File: config.mk
export PLATFORM = sky130hd
export DESIGN_NAME = maxnet_controller
export DESIGN_NICKNAME = d
export VERILOG_FILES = /design/src/rtl/maxnet_controller.sv
export SDC_FILE = /design/constraint.sdc
export NUM_CORES = 1
export LEC_CHECK = 0
export ABC_AREA = 1
export CAP_MARGIN = 20
export CORE_UTILIZATION = 42
export DETAILED_ROUTE_END_ITERATION = 7
export HOLD_SLACK_MARGIN = 0.1
export PLACE_DENSITY = 0.84
export SLEW_MARGIN = 15
export SYNTH_ARGS = -nofsm -noshare
export SYNTH_HDL_FRONTEND = slang
export SYNTH_SLANG_ARGS = --single-unit
File: constraint.sdc
create_clock -name clk -period 1.44 [get_ports clk]
set_clock_uncertainty 0.1 [all_clocks]
set_input_delay 0.288 -clock clk [delete_from_list [all_inputs] [get_ports clk]]
set_output_delay 0.288 -clock clk [all_outputs]
set_load 0.005 [all_outputs]
File: src/rtl/maxnet_controller.sv
// maxnet_controller: sequencing FSM for the 4-neuron Maxnet datapath.
// Loads activations, alternates check/update until one neuron is left or the cap is hit.
module maxnet_controller #(
    parameter int MAX_ITER = 31,
    parameter int CNT_W    = 5
) (
    input  logic             clk,
    input  logic             rst,
    input  logic             start,
    input  logic             single_left,
    input  logic [3:0]       nz,
    output logic             ld_en,
    output logic             sel_init,
    output logic             upd_en,
    output logic             busy,
    output logic             done,
    output logic             timeout,
    output logic             winner_valid,
    output logic [1:0]       winner_idx,
    output logic [CNT_W-1:0] iter_count
);
    typedef enum logic [2:0] {IDLE, LOAD, CHECK, UPDATE, DONE} state_t;
    state_t r_state;
    logic w_one_hot;
    logic [1:0] w_idx;
    assign w_one_hot = (nz != 4'd0) && ((nz & (nz - 4'd1)) == 4'd0);
    assign w_idx = nz[3] ? 2'd3 : nz[2] ? 2'd2 : nz[1] ? 2'd1 : 2'd0;
    // Strobes are registered from the next state so they line up with the state itself.
    always_ff @(posedge clk or posedge rst) begin
        if (rst) begin
            r_state      <= IDLE;
            ld_en        <= 1'b0;
            sel_init     <= 1'b0;
            upd_en       <= 1'b0;
            busy         <= 1'b0;
            done         <= 1'b0;
            timeout      <= 1'b0;
            winner_valid <= 1'b0;
            winner_idx   <= 2'd0;
            iter_count   <= '0;
        end else begin
            ld_en    <= 1'b0;
            sel_init <= 1'b0;
            upd_en   <= 1'b0;
            done     <= 1'b0;
            busy     <= 1'b1;
            case (r_state)
                IDLE: begin
                    if (start) begin
                        r_state      <= LOAD;
                        ld_en        <= 1'b1;
                        sel_init     <= 1'b1;
                        iter_count   <= '0;
                        timeout      <= 1'b0;
                        winner_valid <= 1'b0;
                        winner_idx   <= 2'd0;
                    end else begin
                        busy <= 1'b0;
                    end
                end
                LOAD: r_state <= CHECK;
                CHECK: begin
                    if (single_left) begin
                        r_state      <= DONE;
                        done         <= 1'b1;
                        winner_valid <= w_one_hot;
                        winner_idx   <= w_one_hot ? w_idx : 2'd0;
                    end else if (iter_count == CNT_W'(MAX_ITER)) begin
                        r_state      <= DONE;
                        done         <= 1'b1;
                        timeout      <= 1'b1;
                        winner_valid <= 1'b0;
                    end else begin
                        r_state <= UPDATE;
                        upd_en  <= 1'b1;
                    end
                end
                UPDATE: begin
                    r_state    <= CHECK;
                    iter_count <= iter_count + CNT_W'(1);
                end
                DONE: begin
                    r_state <= IDLE;
                    busy    <= 1'b0;
                end
                default: begin
                    r_state <= IDLE;
                    busy    <= 1'b0;
                end
            endcase
        end
    end
endmodule

# Yosys cells after proc, flatten, opt, wreduce, memory -nomap -nowiden
# Cells that the tools add are included.
dict set report word_totals {
  regBits 16
  romBits 0
  mem_count 0
  ram_bits 0
  latchBits 0
  input_bits 8
}
dict set report classes {
  n_shift 0
  eq_ne 9
  n_div 0
  order_cmp 0
  multipliers 0
  add_sub_neg 2
  n_bitwise 1
  muxes 29
  reduce_logical 12
}
# operator n
set op_table {}
lappend op_table {{$mux 1} 14}
lappend op_table {{$mux 2} 5}
lappend op_table {{$pmux 5 s2} 1}
lappend op_table {{$mux 3} 3}
lappend op_table {{$pmux 3 s3} 1}
lappend op_table {{$ne 2x2->1 const B} 4}
lappend op_table {{$eq 3x2->1 const B} 2}
lappend op_table {{$pmux 1 s2} 3}
lappend op_table {{$reduce_and 3->1} 2}
lappend op_table {{$add 5x1->5 const B} 1}
lappend op_table {{$eq 5x5->1 const B} 1}
lappend op_table {{$mux 5} 1}
lappend op_table {{$and 4x4->4} 1}
lappend op_table {{$logic_not 4->1} 1}
lappend op_table {{$pmux 2 s2} 1}
lappend op_table {{$reduce_and 4->1} 1}
lappend op_table {{$reduce_bool 2->1} 2}
lappend op_table {{$reduce_bool 4->1} 1}
lappend op_table {{$sub 4x1->4 const B} 1}
lappend op_table {{$eq 3x1->1 const B} 1}
lappend op_table {{$logic_not 3->1} 1}
lappend op_table {{$ne 3x3->1 const B} 1}
lappend op_table {{$reduce_or 3->1} 1}
lappend op_table {{$reduce_and 2->1} 1}
lappend op_table {{other kinds (2)} 2}

# Depth between registers and ports, before layout
dict set report logic_depth {
  word_depth 7
  depth_mapped 10
  mapped_depth_nobuf 10
}

# Least setup slack after synthesis
# No wires, ideal clock.
dict set report synth_path {
  path_kind {reg-to-reg}
  startpoint {reg iter_count[0]}
  endpoint {reg timeout}
  slack_ns -0.013
  stages_incl_launch_ff 11
  arrival_time_ns 1.232
  required_ns 1.220
  cell_sequence {dfrtp_1 -> ha_1 -> nand2_1 -> nor2_1 -> ha_1 -> inv_1 -> nand2_1 -> nand2_1 -> nor2_1 -> nand2_1 -> nand2_1}
}
dict set report synth_between {
  elab_chain_len 3
}
# element line_no
set synth_rtl {}
lappend synth_rtl {{from (decl)} 20} ;# output logic [CNT_W-1:0] iter_count
lappend synth_rtl {{from (signal assigned)} 80} ;# iter_count <= iter_count + CNT_W'(1);
lappend synth_rtl {{$eq 5x5->1} 68} ;# end else if (iter_count == CNT_W'(MAX_ITER)) begin
lappend synth_rtl {{$ne 2x2->1 (no source line)} -}
lappend synth_rtl {{$reduce_and 4->1 (no source line)} -}
lappend synth_rtl {{to (signal assigned)} 37} ;# timeout <= 1'b0;
lappend synth_rtl {{to (signal assigned)} 54} ;# timeout <= 1'b0;
lappend synth_rtl {{to (signal assigned)} 71} ;# timeout <= 1'b1;
lappend synth_rtl {{to (decl)} 17} ;# output logic timeout,
# Every way passes these cells.
# A chain may end at the register's enable or synchronous reset.

# Worst setup path in the final report
dict set report layout_path {
  startpoint {reg iter_count[1]}
  endpoint {reg timeout}
}
# The elaborated chain is that of the path after synthesis.

==> results.json <==
{
  "outcome": "finished with violations",
  "violations": "setup timing",
  "p_clk_share_pct": 11.6,
  "ios": 22,
  "rsz0062_at_grt": "true",
  "route.detailed.drc": 0,
  "avgSynthCellArea_um2": 7.82,
  "first_iter_violations": 9,
  "final_cell_mix": "nand2_1, dfrtp_1, inv_1",
  "p_int_mw": 1.15,
  "p_comb_share_pct": 53.5,
  "start_kind": "flop",
  "grtUsageMet1_pct": 25.5,
  "fin_crit_ns": 1.50,
  "port-buffer-count": 21,
  "hold_path_class": "primary input to asynchronous set/reset pin",
  "switching_share_pct": 41.5,
  "ys_ff_latch": 16,
  "final-max-slew-violation-count": 0,
  "multiInputGateArea_um2": 448,
  "wl_um": 2020,
  "grt_use_met2_pct": 32.9,
  "vias": 833,
  "antenna_cells": 0,
  "final_common_cell": "nand2_1",
  "power_leakage_nw": 0.722,
  "grt_use_met3_pct": 4.53,
  "fin_area_um2": 1270,
  "peakVddDrop_mv": 0.791,
  "grt-ovfl-total": 0,
  "power_mw": 1.96,
  "grt.busiest_layer": "met2",
  "wl_per_cell_um": 11.7,
  "p_switching_mw": 0.815,
  "antenna_found_initial": 0,
  "hold_violations": 0,
  "finalNonFillerCells": 173,
  "seq_area_um2": 400,
  "via_per_inst": 4.82,
  "core-area_um2": 1960,
  "timing.hold.ws_ns": 0.198,
  "finalSetupViolCount": 2,
  "synth_seq_area_share_pct": 46.1,
  "first_pass_iters": 4,
  "critPathMaxFanout": 2,
  "grt_pass1_vias": 738,
  "worst_pin_slew_ns": 0.249,
  "num-fill-cells": 170,
  "clock_latency_ns": 0.28,
  "cts_made_buffers": 3,
  "dpl.cell_count": 161,
  "cts-root-buf": "clkbuf_4",
  "cp-end-kind": "flop",
  "fin_ws_ns": -0.0595,
  "num_rows": 16,
  "area_growth_pct": 46.0,
  "clock_sinks": 16,
  "reg2reg_depth": 11,
  "setup_tns_ns": -0.0620,
  "clk_pin_slew_ns": 0.09,
  "critPathKind": "flop to flop",
  "worstPathRequired_ns": 1.52,
  "clk_path_buf_depth": 2,
  "place_hpwl_um": 1270,
  "place_area_um2": 1130,
  "chipHeight_um": 47.5,
  "p_per_area_nw_per_um2": 1550,
  "drive_gt1_share_pct": 32.2,
  "seqPwrFrac_pct": 34.9,
  "syn_nets": 121,
  "yosys_warnings": 0,
  "start_util_pct": 44.3,
  "num-nets-final": 158,
  "grt_first_pass_wirelength_um": 3040,
  "syn_area_um2": 868,
  "die_x_um": 47.5,
  "arrival_ns": 1.58,
  "syn_inst": 111,
  "slew_headroom_pct": 83.4,
  "cap_violations": 0,
  "grt_max_degree": 17,
  "yosysUniqueCellTypes": 19,
  "htreeDepth": 1,
  "period_share_pct": 104,
  "die_area_um2": 2250,
  "drtAntennaViolNets": 0,
  "max_freq_mhz": 667,
  "place_congestion": 0.850,
  "grtUsageTotal_pct": 19.9,
  "cts_tree": "built"
}
==> cell type report <==
class                   count  area share, %
multi-input cells          74           35.3
flip-flops and latches     16           31.6
repair buffers             33           22.3
inverters                  20           6.32
well taps                  27           2.67
clock buffers               3           1.78
==> metrics by stage <==
stage                     setup slack [ns]  utilization, %
after CTS                          -0.0328            62.2
after global placement             0.00963            57.6
after global routing                -0.107            64.6
after floorplan                     0.0110               -
final                              -0.0595            64.6
after detailed placement           -0.0343            57.6
==> synthesized netlist by cell type <==
cell | count | share of area (%)
a21oi_1 | 3 | 1.7
nor2_4 | 3 | 3.9
nand2_1 | 35 | 15
nand3_1 | 4 | 2.3
inv_2 | 4 | 1.7
o21ai_1 | 2 | 1.2
o21ai_2 | 1 | 1.0
inv_1 | 15 | 6.5
nor2_2 | 2 | 1.4
ha_1 | 2 | 2.9
o21ai_0 | 2 | 1.2
buf_4 | 1 | 0.86
nor2_1 | 12 | 5.2
inv_4 | 1 | 0.72
nand2_2 | 2 | 1.4
nand2_4 | 2 | 2.6
dfrtp_1 | 16 | 46
nand4_1 | 1 | 0.72
nand3_2 | 3 | 3.5
==> layer usage <==
layer  wire length, um  share of wire (%)
met1               856                 42
met3                88                4.4
met5                 0                  0
met4                49                2.4
met2              1020                 51
==> worst paths after layout <==
path                                from            end  slack [ns]
min reg2reg                winner_idx[0]  winner_idx[0]        0.40
max in group asynchronous            rst           done        0.86
min                                  rst  iter_count[3]        0.20
min in group clk           winner_idx[0]  winner_idx[0]        0.40
max reg2reg                iter_count[1]        timeout       -0.06
max                        iter_count[1]        timeout       -0.06
==> power groups by stage <==
stage	clock network (mW)	logic (mW)	registers (mW)
final	0.228	1.05	0.685
after detailed placement	0	0.917	0.695
after global placement	0	0.898	0.690
after CTS	0.233	0.979	0.679
after floorplan	0	0.543	0.706
after global routing	0.251	1.19	0.705
==> cell families after synthesis <==
group,Yosys count,synth area share [%]
AOI/OAI and AO/OA,8,5.04
adders and majority gates,2,2.88
buffers and inverters,21,9.80
DFF,16,46.1
and+or+nand+nor,64,36.2
==> worst max-delay path, cell delays in order (launching register included) <==
cell and delay (ns):
dfrtp_1 0.40, buf_6 0.12, ha_4 0.16, nand2_4 0.08, nor2_4 0.04, ha_4 0.16
inv_4 0.06, nand2_2 0.05, nand2_2 0.06, nor2_1 0.05, nand2_1 0.06, nand2_1 0.05
==> state kept, by name, summed over array words and instances, names as in the netlist <==
register,flops
iter_count,5
winner_valid,1
winner_idx,2
r_state,3
timeout,1
done,1
busy,1
upd_en,1
sel_init,1
==> what timing repair did <==
action                     CTS  global route
hold endpoints to repair     0             0
hold buffers                 0             0
setup endpoints to repair   17             9
resized for setup           22            16
buffers inserted             8             2
pin swaps                    3             8
(Power assumes the default switching activity.)
